[src/rtl/loop_counter_bank_pkg.sv]
// Shared constants, control struct and slice helper for the loop-index counter bank.
package loop_cnt_pkg;

  localparam int DEF_WIDTH    = 16;
  localparam int DEF_CHANNELS = 3;

  // Cells take the low WIDTH bits, so any WIDTH up to 64 resets to all ones.
  localparam logic [63:0] LIMIT_RST_ALL = '1;

  typedef struct packed {
    logic load;
    logic limit_load;
    logic inc_eff;
  } cell_ctrl_t;

  function automatic int slice_lo(input int idx, input int width);
    return idx * width;
  endfunction

endpackage

[src/rtl/loop_counter_bank_if.sv]
// Bus bundle between the controller (master) and the counter bank (slave).
interface loop_counter_bank_if #(
  parameter int WIDTH    = loop_cnt_pkg::DEF_WIDTH,
  parameter int CHANNELS = loop_cnt_pkg::DEF_CHANNELS
);
  logic [CHANNELS-1:0]       load_enable;
  logic [CHANNELS-1:0]       limit_load;
  logic [CHANNELS-1:0]       inc;
  logic [CHANNELS*WIDTH-1:0] data_in;
  logic [CHANNELS*WIDTH-1:0] data_out;
  logic [CHANNELS-1:0]       wrap;
  logic [CHANNELS-1:0]       at_limit;

  modport master (
    output load_enable, limit_load, inc, data_in,
    input  data_out, wrap, at_limit
  );

  modport slave (
    input  load_enable, limit_load, inc, data_in,
    output data_out, wrap, at_limit
  );
endinterface

[src/rtl/loop_counter_bank_cell.sv]
// One counter channel: count and limit registers, wrap compare and registered wrap pulse.
module loop_counter_cell
  import loop_cnt_pkg::*;
#(
  parameter int WIDTH = DEF_WIDTH
) (
  input  logic             clk,
  input  logic             reset,
  input  cell_ctrl_t       i_ctrl,
  input  logic [WIDTH-1:0] i_data,
  output logic [WIDTH-1:0] o_count,
  output logic             o_wrap,
  output logic             o_wrap_evt,
  output logic             o_at_limit
);

  logic [WIDTH-1:0] r_count;
  logic [WIDTH-1:0] r_limit;
  logic             r_wrap;
  logic             w_at_limit;
  logic             w_wrap_evt;

  // Compare uses the old limit even when a new one is being loaded this cycle.
  assign w_at_limit = (r_count >= r_limit);
  assign w_wrap_evt = i_ctrl.inc_eff & ~i_ctrl.load & w_at_limit;

  always_ff @(posedge clk) begin
    if (reset) begin
      r_count <= '0;
      r_limit <= LIMIT_RST_ALL[WIDTH-1:0];
      r_wrap  <= 1'b0;
    end else begin
      r_wrap <= w_wrap_evt;
      if (i_ctrl.load)
        r_count <= i_data;
      else if (w_wrap_evt)
        r_count <= '0;
      else if (i_ctrl.inc_eff)
        r_count <= r_count + WIDTH'(1);
      if (i_ctrl.limit_load)
        r_limit <= i_data;
    end
  end

  assign o_count    = r_count;
  assign o_wrap     = r_wrap;
  assign o_wrap_evt = w_wrap_evt;
  assign o_at_limit = w_at_limit;

endmodule

[src/rtl/loop_counter_bank.sv]
// Bank of CHANNELS loop-index counters; define LOOP_CNT_CHAIN_EN to chain channel
// wraps into the next channel's increment (channel 0 innermost).
module loop_counter_bank
  import loop_cnt_pkg::*;
#(
  parameter int WIDTH    = DEF_WIDTH,
  parameter int CHANNELS = DEF_CHANNELS
) (
  input logic                clk,
  input logic                reset,
  loop_counter_bank_if.slave bus
);

  logic [CHANNELS-1:0] w_wrap_evt;
  logic [CHANNELS-1:0] w_inc_eff;
  // The outermost wrap event has no consumer (and none at all when unchained).
  logic                w_unused_wrap_evt;

  assign w_unused_wrap_evt = ^w_wrap_evt;

  genvar gi;
  generate
    for (gi = 0; gi < CHANNELS; gi++) begin : g_ch
      localparam int LO = slice_lo(gi, WIDTH);
      cell_ctrl_t w_ctrl;

      if (gi == 0) begin : g_first
        assign w_inc_eff[gi] = bus.inc[gi];
      end else begin : g_rest
`ifdef LOOP_CNT_CHAIN_EN
        assign w_inc_eff[gi] = bus.inc[gi] | w_wrap_evt[gi-1];
`else
        assign w_inc_eff[gi] = bus.inc[gi];
`endif
      end

      assign w_ctrl.load       = bus.load_enable[gi];
      assign w_ctrl.limit_load = bus.limit_load[gi];
      assign w_ctrl.inc_eff    = w_inc_eff[gi];

      loop_counter_cell #(.WIDTH(WIDTH)) u_cell (
        .clk        (clk),
        .reset      (reset),
        .i_ctrl     (w_ctrl),
        .i_data     (bus.data_in[LO +: WIDTH]),
        .o_count    (bus.data_out[LO +: WIDTH]),
        .o_wrap     (bus.wrap[gi]),
        .o_wrap_evt (w_wrap_evt[gi]),
        .o_at_limit (bus.at_limit[gi])
      );
    end
  endgenerate

endmodule

[src/flat_wrapper.sv]
// flat-port wrapper written by rule: the top's interface ports become plain ports
module loop_counter_bank_flat import loop_cnt_pkg::*;
#(
  parameter int WIDTH    = DEF_WIDTH,
  parameter int CHANNELS = DEF_CHANNELS
)
  (clk, reset, bus_load_enable, bus_limit_load, bus_inc, bus_data_in, bus_data_out, bus_wrap, bus_at_limit);
  loop_counter_bank_if #(.WIDTH(WIDTH), .CHANNELS(CHANNELS)) bus_i ();
  input logic clk;
  input logic reset;
  input wire logic [$bits(bus_i.load_enable)-1:0] bus_load_enable;
  input wire logic [$bits(bus_i.limit_load)-1:0] bus_limit_load;
  input wire logic [$bits(bus_i.inc)-1:0] bus_inc;
  input wire logic [$bits(bus_i.data_in)-1:0] bus_data_in;
  output wire logic [$bits(bus_i.data_out)-1:0] bus_data_out;
  output wire logic [$bits(bus_i.wrap)-1:0] bus_wrap;
  output wire logic [$bits(bus_i.at_limit)-1:0] bus_at_limit;
  assign bus_i.load_enable = bus_load_enable;
  assign bus_i.limit_load = bus_limit_load;
  assign bus_i.inc = bus_inc;
  assign bus_i.data_in = bus_data_in;
  assign bus_data_out = bus_i.data_out;
  assign bus_wrap = bus_i.wrap;
  assign bus_at_limit = bus_i.at_limit;
  loop_counter_bank #(.WIDTH(WIDTH), .CHANNELS(CHANNELS)) u_core (.clk(clk), .reset(reset), .bus(bus_i));
endmodule
[config.mk]
export PLATFORM = sky130hd
export DESIGN_NAME = loop_counter_bank_flat
export DESIGN_NICKNAME = d
export VERILOG_FILES = /design/src/rtl/loop_counter_bank_pkg.sv /design/src/rtl/loop_counter_bank_if.sv /design/src/rtl/loop_counter_bank_cell.sv /design/src/rtl/loop_counter_bank.sv /design/src/flat_wrapper.sv
export SDC_FILE = /design/constraint.sdc
export NUM_CORES = 1
export LEC_CHECK = 0
export CAP_MARGIN = 30
export CORE_UTILIZATION = 48
export DETAILED_ROUTE_END_ITERATION = 10
export GPL_TIMING_DRIVEN = 1
export PLACE_DENSITY = 0.78
export SLEW_MARGIN = 10
export SYNTH_ARGS = -nofsm -noshare
export SYNTH_HDL_FRONTEND = slang
export SYNTH_SLANG_ARGS = --single-unit
[constraint.sdc]
create_clock -name clk -period 2.3 [get_ports clk]
set_clock_uncertainty 0.05 [all_clocks]
set_input_delay 0.575 -clock clk [delete_from_list [all_inputs] [get_ports clk]]
set_output_delay 0.575 -clock clk [all_outputs]
set_load 0.1 [all_outputs]
Yosys cells after proc, flatten, opt, wreduce, memory -nomap -nowiden --
Cells that the tools add are included.
Operators by class: divide/modulo/power cells 0, $mul 0, shift operators 0, bitwise logic cells 9, multiplexer cells 9, equal/unequal tests 0, reduce and logical (&&, ||, !) cells 3, add/subtract/negate cells 3, $lt $le $gt $ge 3
Operators by type and width (number):
- $mux W16 | 9
- $add A16 B1 Y16 const B | 3
- $ge A16 B16 Y1 | 3
- $reduce_bool A3 Y1 | 3
- $and A1 B1 Y1 | 6
- $not A1 Y1 | 3
Storage, ports and cells: latch bits 0, ROM bits 0, memories 0, memory bits (writable) 0, bits in registers 99

Logic depth before layout (Yosys ltp) --
Gate-level depths: netlist of run 1.
depth after elaboration 5, gate-level depth with buffers 9, gate-level depth less buffers 7

Hierarchy --
From an unflattened synthesis of run 1, not the netlist that was laid out.
Unflattened totals: cells, all modules 684, area, all modules 5881.9 um2
By module, submodules not included:
- loop_counter_cell | cells an instance 228, area an instance 1960.6 um2, times used 3

Worst setup path before layout of run 1 --
Ideal clock, no wire load.
kind register to output, start point register u_core.g_ch[0].u_cell.r_count[13], end point output port bus_at_limit[0], buffers on the path 1, path slack -0.880 ns, arrival time 2.555 ns, required time 1.675 ns, cell stages (with the launch flop) 8, cell sequence dfxtp_1 > ha_1 > a21o_1 > a21o_1 > a2111oi_2 > nor2b_1 > nand2_1 > buf_4
On the way: word-level cells in the longest chain between the ends 1
Ends and longest elaborated chain:
- from (decl) | line loop_counter_bank_cell.sv:17 | logic [WIDTH-1:0] r_count;
- from (signal assigned) | line loop_counter_bank_cell.sv:35 | r_count <= i_data;
- from (signal assigned) | line loop_counter_bank_cell.sv:39 | r_count <= r_count + WIDTH'(1);
- $ge A16 B16 Y1 | line loop_counter_bank_cell.sv:24 | assign w_at_limit = (r_count >= r_limit);
- to (decl) | line flat_wrapper.sv:17 | output wire logic [$bits(bus_i.at_limit)-1:0] bus_at_limit;
No other way between the ends.

Worst setup path after layout of run 1 --
start point register u_core.g_ch[0].u_cell.r_limit[12], end point output port bus_at_limit[0]
On the way: word-level cells in the longest chain between the ends 1
Ends and longest elaborated chain:
- from (decl) | line loop_counter_bank_cell.sv:18 | logic [WIDTH-1:0] r_limit;
- from (signal assigned) | line loop_counter_bank_cell.sv:30 | r_limit <= LIMIT_RST_ALL[WIDTH-1:0];
- from (signal assigned) | line loop_counter_bank_cell.sv:41 | r_limit <= i_data;
- $ge A16 B16 Y1 | line loop_counter_bank_cell.sv:24
No other way between the ends.

==> results of run 1 <==
-- layout make-up --
class / count / area [um^2]
sequential: 99 / 2110
clock inverter: 6 / 65.1
timing repair buffer: 176 / 1500
fill: 983 / 4020
inverter: 54 / 208
multi-input combinational: 482 / 3700
tap: 147 / 184
clock buffer: 10 / 229
-- routing by layer --
layer	vias to the layer above	GRT usage	part of all wire
met5	-	0	0
met2	148	0.457	0.50
li1	2730	-	-
met1	2620	0.311	0.43
met3	30	0.0391	0.041
met4	0	0.110	0.024
-- metrics by stage --
stage	total power, mW	instance area [um^2]
global route	4.98	7990
CTS	4.75	7850
floorplan	2.81	6090
global placement	3.18	7420
detailed placement	3.22	7420
finish	4.76	7990
-- what timing repair did --
action	4_1_cts	5_1_grt
setup buffers	4	3
setup endpoints to repair	3	5
pin swaps	13	13
resized for setup	19	23
-- Yosys cell counts, drive strengths merged --
master | count | area (um^2)
a2111o | 1 | 11.3
nand2 | 75 | 282
and2 | 2 | 12.5
o21ba | 1 | 10.0
o2111ai | 1 | 8.76
nand4bb | 1 | 11.3
dfxtp | 99 | 1980
o211ai | 46 | 345
o31ai | 1 | 7.51
nor3b | 45 | 338
a221oi | 1 | 8.76
nor2 | 16 | 60.1
a21oi | 62 | 310
nand2b | 4 | 35.0
and3 | 6 | 37.5
a21o | 4 | 30.0
xor2 | 24 | 210
a2111oi | 2 | 42.5
a31oi | 1 | 6.26
a311oi | 1 | 15.0
nand4 | 9 | 56.3
a2bb2oi | 1 | 8.76
a21boi | 2 | 15.0
nor2b | 2 | 12.5
ha | 51 | 638
nand3 | 23 | 115
xnor2 | 18 | 158
o22ai | 48 | 433
a211oi | 1 | 7.51
o21ai | 4 | 20.0
or3 | 2 | 12.5
inv | 54 | 203
buf | 13 | 105
and4 | 11 | 96.3
mux2i | 3 | 30.0
a41oi | 2 | 17.5
o21a | 1 | 7.51
nor3 | 10 | 50.1
clkbuf | 38 | 153
-- power groups by stage --
stage / Combinational (mW) / Sequential (mW) / Clock [mW]
final: 1.35 / 1.90 / 1.51
after floorplan: 0.483 / 2.33 / 0
after global routing: 1.44 / 1.91 / 1.63
after detailed placement: 1.29 / 1.93 / 0
after CTS: 1.32 / 1.90 / 1.54
after global placement: 1.26 / 1.92 / 0
-- sequential cells by signal, summed over array words and instances, names as in the netlist --
signal	flops
u_core.g_ch.u_cell.o_wrap	3
u_core.g_ch.u_cell.r_limit	48
u_core.g_ch.u_cell.o_count	48
-- worst min-delay path: cells and delay by family, from the launching register on --
family,cells,cell delay [ns]
and+or+nand+nor,1,0.05
muxes,1,0.07
DFF,1,0.33
-- logic make-up after synthesis --
family | synth area share
and+or+nand+nor | 0.190
buffers and inverters | 0.0780
xor gates and xnor gates | 0.0623
adders and majority gates | 0.108
AOI/OAI and AO/OA | 0.221
DFF | 0.336
muxes | 0.00509
-- worst paths after layout --
path / from / endpoint / slack (ns)
setup / recovery: u_core.g_ch[0].u_cell.r_limit[12] / bus_at_limit[0] / -0.46
hold / removal: u_core.g_ch[0].u_cell.r_limit[0] / u_core.g_ch[0].u_cell.r_limit[0] / 0.43
setup reg to reg: u_core.g_ch[2].u_cell.o_count[13] / u_core.g_ch[2].u_cell.o_count[9] / 0.08
hold reg to reg: u_core.g_ch[0].u_cell.r_limit[0] / u_core.g_ch[0].u_cell.r_limit[0] / 0.43
-- placed cells by master (no fill, tap or decap), types with 3 or more instances in the layout --
| cell | n |
|---|---|
| a21o_1 | 4 |
| ha_4 | 10 |
| dfxtp_4 | 24 |
| and3_1 | 6 |
| inv_2 | 7 |
| nand4_1 | 9 |
| xor2_1 | 24 |
| clkdlybuf4s50_1 | 57 |
| buf_12 | 3 |
| inv_1 | 45 |
| xnor2_1 | 18 |
| o22ai_1 | 28 |
| dfxtp_2 | 29 |
| nor3_1 | 9 |
| o21ai_0 | 4 |
| nor2_1 | 15 |
| clkbuf_16 | 9 |
| o211ai_1 | 46 |
| nand2_1 | 73 |
| dfxtp_1 | 46 |
| nand3_1 | 21 |
| and4_1 | 10 |
| mux2i_1 | 3 |
| o22ai_2 | 19 |
| buf_4 | 115 |
| a21oi_1 | 61 |
| nor3b_1 | 45 |
| ha_1 | 41 |
==> impl_metrics.env, run 1 <==
export IMPL_status="complete, but fails checks"
export IMPL_violations="negative setup slack"
export IMPL_drt_first_pass_iters=6
export IMPL_critical_path_arrival_ns=2.13
export IMPL_path_cells="inv_1 -> ha_1 -> nand4_1 -> or3_4 -> a311oi_4 -> nor2b_2 -> nand2_2 -> buf_12"
export IMPL_gp_congestion=0.874
export IMPL_num_antenna_cells=0
export IMPL_grt_max_degree=33
export IMPL_ys_types=49
export IMPL_grt_pass1_vias=5418
export IMPL_final_setup_tns_ns=-1.09
export IMPL_rsz0062_at_grt="true"
export IMPL_reg2regPathDepth=8
export IMPL_power_switching_mw=1.61
export IMPL_clkSinkCount=99
export IMPL_drt_drc_violations_left=0
export IMPL_grt_first_pass_wirelength_mm=26.2
export IMPL_layout_nets=932
export IMPL_drt_iter0_markers=393
export IMPL_htree_levels=3
export IMPL_swShare=0.337
export IMPL_dr_total_vias=5528
export IMPL_cp_start_kind="flop"
export IMPL_power_frac_seq=0.399
export IMPL_combPwrFrac=0.283
export IMPL_slew_headroom=0.633
export IMPL_setup_viol=3
export IMPL_ys_seq_area_frac=0.336
export IMPL_numCtsBuffers=9
export IMPL_cap_violations=0
export IMPL_synthCells=686
export IMPL_start_util=0.491
export IMPL_path_max_fanout=2
export IMPL_syn_area_mm2=0.00590
export IMPL_min_period_ns=2.76
export IMPL_die_w_um=113
export IMPL_drt_wl_total_mm=16.2
export IMPL_dieArea_mm2=0.0127
export IMPL_period_share=1.20
export IMPL_hold_viol_final=0
export IMPL_slowest_stage="or3_4"
export IMPL_grt_usage=0.258
export IMPL_hold_class="flop to flop"
export IMPL_stdcell_count=974
export IMPL_criticalPathCategory="flop to output pin"
export IMPL_cts_hold_buf=0
export IMPL_drive_gt1_frac=0.301
export IMPL_grt_overflow=0
export IMPL_portBuffers=112
export IMPL_place_ws_ns=-0.171
export IMPL_power_density_mw_per_mm2=596
export IMPL_pin_count=113
export IMPL_setup_slack_ns=-0.459
export IMPL_synth_seq_cells=99
export IMPL_syn_area_per_cell_um2=8.60
export IMPL_cts_buffer_depth=2
export IMPL_dp_hpwl_mm=11.7
export IMPL_placed_cells=951
export IMPL_yosysWarnings=0
export IMPL_drtAntennaViolNets=0
export IMPL_clock_fmax_mhz=362
export IMPL_power_share_clock=0.318
export IMPL_clk_insertion_delay_late_ns=0.35
export IMPL_slew_viol_final=0
export IMPL_p_int_mw=3.16
export IMPL_ir_drop_mv=0.381
export IMPL_wl_per_cell_um=16.6
export IMPL_area_growth_syn_to_layout_pct=35.4
export IMPL_p_leak_nw=3.40
export IMPL_vias_per_cell=5.68
export IMPL_antenna_found_initial=0
export IMPL_crit_family="simple AND/OR/NAND/NOR gates"
export IMPL_worstPathRequired_ns=1.67
export IMPL_holdWs_ns=0.429
export IMPL_core_mm2=0.0120
export IMPL_tritoncts="built"
export IMPL_crit_path_end_kind="output pin"
export IMPL_fp_dieH_um=113
export IMPL_crit_path_max_incr_delay_ns=0.43
export IMPL_cp_depth=8
export IMPL_worst_pin_slew_ns=0.549
export IMPL_clk_pin_slew_ns=0.07
export IMPL_worst_path_buf_inv=2
export IMPL_clockRootBuffer="clkbuf_16"
export IMPL_num_rows=40
export IMPL_post_route_util=0.665
export IMPL_syn_nets=796
export IMPL_hold_depth=2
(Power assumes the default switching activity.)
==> inputs of run 2 (changes only) <==
Settings changed: CORE_UTILIZATION 48 to 58, DONT_BUFFER_PORTS set to 1, PLACE_DENSITY 0.78 to 0.76, SETUP_SLACK_MARGIN set to 0.05.
==> run 2 against run 1 <==
Against the previous run:
- the run still ends with negative setup slack left
- first-iteration DRC count fell by 55%
- register-to-register slack worse by 0.03 ns
- highest routed layer unchanged
- core utilization is 5.0 points higher
- combinational power down 17%
- die area decreased by 17%
- clock power shrank 29%
==> impl_metrics.env, run 2 (same netlist as run 1, synthesis figures left out) <==
export IMPL_status="complete, but fails checks"
export IMPL_violations="negative setup slack"
export IMPL_wirelength_met1_mm=6.34
export IMPL_dr_total_vias=5125
export IMPL_drive_gt1_frac=0.284
export IMPL_cts_buffer_depth=2
export IMPL_core_mm2=0.00982
export IMPL_crit_family="compound AO/OA/AOI/OAI gates"
export IMPL_cts_hold_buf=0
export IMPL_num_antenna_cells=0
export IMPL_setup_slack_ns=-0.475
export IMPL_slowest_stage="dfxtp_4"
export IMPL_path_cells="ha_1 -> a21oi_1 -> nor3_2 -> a2111oi_4 -> nor2b_4 -> nand2_2 -> buf_12"
export IMPL_multi_input_area_mm2=0.00375
export IMPL_slew_headroom=0.667
export IMPL_clockRootBuffer="clkbuf_8"
export IMPL_crit_path_end_kind="output pin"
export IMPL_drt_iter0_markers=175
export IMPL_final_setup_tns_ns=-1.17
export IMPL_portBuffers=0
export IMPL_pin_count=113
export IMPL_hold_start="reset"
export IMPL_path_max_fanout=2
export IMPL_drt_drc_violations_left=0
export IMPL_fp_dieH_um=103
export IMPL_timing_rr_start="u_core.g_ch[0].u_cell.r_limit[1]"
export IMPL_num_rows=36
export IMPL_drt_wl_total_mm=15.6
export IMPL_critical_path_arrival_ns=2.15
export IMPL_crit_start="u_core.g_ch[0].u_cell.o_count[9]"
export IMPL_layout_nets=829
export IMPL_power_density_mw_per_mm2=578
export IMPL_num_fill_cells=772
export IMPL_die_w_um=103
export IMPL_grt_pass1_vias=5036
export IMPL_grt_max_degree=53
export IMPL_dieArea_mm2=0.0106
export IMPL_worst_pin_slew_ns=0.500
export IMPL_hold_viol_final=0
export IMPL_swShare=0.352
export IMPL_crit_path_max_incr_delay_ns=0.35
export IMPL_grt_overflow=0
export IMPL_area_growth_syn_to_layout_pct=19.0
export IMPL_criticalPathCategory="flop to output pin"
export IMPL_power_switching_mw=1.43
export IMPL_drtAntennaViolNets=0
export IMPL_drt_first_pass_iters=4
export IMPL_hold_class="input port to flop"
export IMPL_grt_usage=0.293
export IMPL_slew_viol_final=0
export IMPL_cp_start_kind="flop"
export IMPL_period_share=1.21
export IMPL_worst_path_buf_inv=1
export IMPL_place_ws_ns=-0.195
export IMPL_layout_commonest_cell="nand2_1"
export IMPL_tritoncts="built"
export IMPL_grt_first_pass_wirelength_mm=23.8
export IMPL_worstPathRequired_ns=1.67
export IMPL_seq_area_mm2=0.00211
export IMPL_numCtsBuffers=9
export IMPL_clock_fmax_mhz=360
export IMPL_highest_layer="met4"
export IMPL_min_period_ns=2.77
export IMPL_wl_per_cell_um=18.2
export IMPL_htree_levels=3
export IMPL_met2WireLength_mm=7.70
export IMPL_met3_length_mm=1.30
export IMPL_power_frac_seq=0.463
export IMPL_clkSinkCount=99
export IMPL_start_util=0.601
export IMPL_mostFrequentLayoutCells="72 x nand2_1, 68 x buf_4, 60 x a21oi_1, 48 x inv_1, 46 x o211ai_1"
export IMPL_p_int_mw=2.63
export IMPL_ir_drop_mv=0.546
export IMPL_rsz0062_at_grt="true"
export IMPL_antenna_found_initial=0
export IMPL_clk_pin_slew_ns=0.10
export IMPL_post_route_util=0.715
export IMPL_vias_per_cell=5.99
export IMPL_setup_viol=3
export IMPL_p_leak_nw=2.94
export IMPL_dp_hpwl_mm=10.8
export IMPL_power_share_clock=0.262
export IMPL_cap_violations=0
export IMPL_gp_congestion=0.887
export IMPL_combPwrFrac=0.275
export IMPL_clk_insertion_delay_late_ns=0.38
## run 2: cell types whose count changed in the layout (fill, tap and decap cells not counted), moves of 2 or more
cell             previous run  this run
inv_1                      45        48
inv_2                       7         4
buf_12                      3         5
clkbuf_16                   9         1
clkdlybuf4s50_1            57         0
dfxtp_1                    46        44
buf_4                     115        68
clkbuf_8                    0         9
inv_4                       2         4
## run 2: routing by layer
metal | GRT usage | vias to the layer above
met5 | 0 | -
li1 | - | 2516
met1 | 0.341 | 2452
met4 | 0.0867 | 0
met3 | 0.122 | 19
met2 | 0.494 | 138
## run 2: metrics by stage
stage          total power, mW  instances  cell area, um^2  hold WS, ns
2_1_floorplan             2.81        686             6090        0.396
5_1_grt                   4.24        856             7020        0.183
6_report                  4.06        856             7020        0.225
3_5_place_dp              2.96        839             6560        0.425
4_1_cts                   4.04        856             6870        0.198
3_3_place_gp              2.93        839             6560        0.413
## run 2: worst paths after layout
path	slack [ns]	end	cells past startpoint
worst min-delay path	0.23	u_core.g_ch[0].u_cell.o_count[7]	1
worst max register to register	0.05	u_core.g_ch[0].u_cell.o_count[14]	9
worst min register to register	0.44	u_core.g_ch[0].u_cell.r_limit[1]	2
worst max-delay path	-0.47	bus_at_limit[0]	7
## run 2: repair_timing
item,CTS,global route
pin swaps,10,10
endpoints found under the hold margin,0,0
gates resized for setup,28,23
setup buffers,2,0
endpoints found under the setup margin,3,29
## run 2: final cells by class
cell class	count	area share
clock buffer	11	0.0217
inverter	54	0.0296
sequential	99	0.301
tap	133	0.0237
multi-input combinational	482	0.534
clock inverter	4	0.00321
timing repair buffer	73	0.0869
## run 2: power by group through the flow
stage               Clock (mW)  Combinational [mW]  Sequential, mW
floorplan                    0               0.483            2.33
global placement             0                1.03            1.90
detailed placement           0                1.05            1.91
CTS                       1.08                1.08            1.88
global route              1.16                1.19            1.89
finish                    1.07                1.12            1.88
==> inputs of run 3 (changes only) <==
Settings changed: CORE_UTILIZATION 58 to 64, PLACE_DENSITY 0.76 to 0.8.
Clock period 2.3 ns to 2.7 ns, I/O delays scaled along.
==> run 3 against run 2 <==
Against the previous run:
- the run ends with design-rule violations, negative setup slack left
- clock-buffer cell count is 2 higher
- global-route usage is 2.4 points higher
- clock power is 10% lower
- sequential power is 14% lower
- setup slack better by 0.31 ns
- cell area is 2.7% lower
- non-clock buffer count is 9 lower
- power is 14% lower
- via count is 2.1% higher
- worst hold slack better by 0.11 ns
- sequential share of layout area is 0.14 points higher
- critical path depth is 1 higher
- critical endpoint unchanged
- highest routed layer unchanged
==> impl_metrics.env, run 3 (same netlist as run 1, synthesis figures left out) <==
export IMPL_gp_congestion=0.875
export IMPL_hold_start="reset"
export IMPL_post_route_util=0.776
export IMPL_hold_class="input port to flop"
export IMPL_htree_levels=3
export IMPL_timing_rr_start="u_core.g_ch[2].u_cell.o_count[0]"
export IMPL_wl_per_cell_um=18.5
export IMPL_clk_insertion_delay_late_ns=0.37
export IMPL_power_mw=3.50
export IMPL_critical_path_arrival_ns=2.14
export IMPL_grt_pass1_vias=5307
export IMPL_antenna_found_initial=0
export IMPL_worst_pin_slew_ns=0.828
export IMPL_clkSinkCount=99
export IMPL_num_rows=34
export IMPL_stdcell_count=823
export IMPL_dieArea_mm2=0.00961
export IMPL_drtAntennaViolNets=0
export IMPL_die_w_um=98.0
export IMPL_cts_buffer_depth=2
export IMPL_fp_dieH_um=98.0
export IMPL_placed_cells=801
export IMPL_p_leak_nw=2.89
export IMPL_drive_gt1_frac=0.267
export IMPL_ir_drop_mv=0.298
export IMPL_portBuffers=0
export IMPL_setup_slack_ns=-0.165
export IMPL_drt_iter0_markers=225
export IMPL_num_fill_cells=611
export IMPL_grt_max_degree=53
export IMPL_numCtsBuffers=9
export IMPL_period_share=1.06
export IMPL_num_antenna_cells=0
export IMPL_area_growth_syn_to_layout_pct=15.8
export IMPL_crit_path_end_kind="output pin"
export IMPL_hold_path_end="u_core.g_ch[0].u_cell.o_count[11]"
export IMPL_layout_commonest_cell="nand2_1"
export IMPL_violations="design-rule violations, negative setup slack"
export IMPL_grt_overflow=0
export IMPL_grt_first_pass_wirelength_mm=25.1
export IMPL_path_cells="inv_1 -> ha_1 -> nand2_2 -> or3_4 -> a311oi_4 -> nor2b_4 -> nand2_2 -> buf_12"
export IMPL_tritoncts="built"
export IMPL_drt_first_pass_iters=7
export IMPL_slew_viol_final=0
export IMPL_regToRegEndpoint="u_core.g_ch[2].u_cell.o_count[1]"
export IMPL_slew_headroom=0.448
export IMPL_crit_top_cell="nand2_2"
export IMPL_worstPathRequired_ns=1.98
export IMPL_clock_fmax_mhz=349
export IMPL_reg2regPathDepth=7
export IMPL_r2r_setup_slack_ns=0.25
export IMPL_mostFrequentLayoutCells="72 x nand2_1, 61 x a21oi_1, 60 x buf_4, 48 x inv_1"
export IMPL_core_mm2=0.00881
export IMPL_criticalPathCategory="flop to output pin"
export IMPL_dp_hpwl_mm=10.3
export IMPL_rsz0062_at_grt="true"
export IMPL_setup_viol=3
export IMPL_layout_nets=820
export IMPL_min_period_ns=2.86
export IMPL_cap_violations=0
export IMPL_clockRootBuffer="clkbuf_8"
export IMPL_status="complete, but fails checks"
export IMPL_pin_count=113
export IMPL_holdWs_ns=0.332
export IMPL_drt_drc_violations_left=8
export IMPL_crit_path_max_incr_delay_ns=0.39
export IMPL_start_util=0.670
export IMPL_clk_pin_slew_ns=0.10
export IMPL_cp_start_kind="flop"
export IMPL_grt_usage=0.318
export IMPL_path_max_fanout=2
export IMPL_hold_depth=1
export IMPL_vias_per_cell=6.36
export IMPL_hold_viol_final=0
export IMPL_dr_total_vias=5233
export IMPL_drt_wl_total_mm=15.2
export IMPL_worst_path_buf_inv=2
export IMPL_slowest_stage="or3_4"
export IMPL_crit_family="simple AND/OR/NAND/NOR gates"
export IMPL_power_density_mw_per_mm2=512
## run 3: cell types whose count changed in the layout (fill, tap and decap cells not counted), moves of 3 or more
cell / previous run / this run
ha_1: 40 / 43
ha_4: 11 / 8
dfxtp_2: 30 / 46
dfxtp_4: 25 / 7
buf_4: 68 / 60
## run 3: what timing repair did
item,CTS,global route
setup buffers,5,1
endpoints found under the setup margin,3,3
pin swaps,17,6
gates cloned,0,0
hold endpoints to repair,0,0
hold buffers,0,0
gates resized for setup,30,16
## run 3: worst max path at each step
stage / startpoint / endpoint / cells past startpoint
after global placement: u_core.g_ch[0].u_cell.o_count[13] / bus_at_limit[0] / 7
after floorplan: u_core.g_ch[0].u_cell.o_count[13] / bus_at_limit[0] / 7
after global routing: u_core.g_ch[0].u_cell.r_limit[14] / bus_at_limit[0] / 8
final: u_core.g_ch[0].u_cell.r_limit[11] / bus_at_limit[0] / 8
after detailed placement: u_core.g_ch[0].u_cell.o_count[13] / bus_at_limit[0] / 7
after CTS: u_core.g_ch[0].u_cell.r_limit[14] / bus_at_limit[0] / 8
## run 3: layout make-up
type | count | area, um^2 | area share
multi-input combinational | 482 | 3700 | 0.541
sequential | 99 | 2070 | 0.302
timing repair buffer | 64 | 531 | 0.0776
inverter | 54 | 208 | 0.0304
clock buffer | 13 | 180 | 0.0264
tap | 108 | 135 | 0.0198
clock inverter | 3 | 18.8 | 0.00275
## run 3: where the power goes
group	internal (mW)	total [mW]	switching [mW]	leakage [nW]
Combinational	0.292	0.934	0.642	1.95
Sequential	1.56	1.61	0.0461	0.838
Clock	0.442	0.959	0.518	0.105
## run 3: routing by layer
metal | vias to the layer above | GRT usage | routed length (um)
met2 | 187 | 0.549 | 7540
met1 | 2508 | 0.390 | 6320
met4 | 0 | 0.115 | 303
met3 | 31 | 0.0659 | 1030
met5 | - | 0 | 0
li1 | 2507 | - | -
## run 3: metrics by stage
step | cell area, um^2 | setup WS, ns | TNS, ns
2_1_floorplan | 5990 | -0.0267 | -0.0267
3_3_place_gp | 6340 | 0.100 | 0
3_5_place_dp | 6340 | 0.0660 | 0
4_1_cts | 6740 | -0.177 | -0.299
5_1_grt | 6840 | -0.228 | -0.477
6_report | 6840 | -0.165 | -0.274
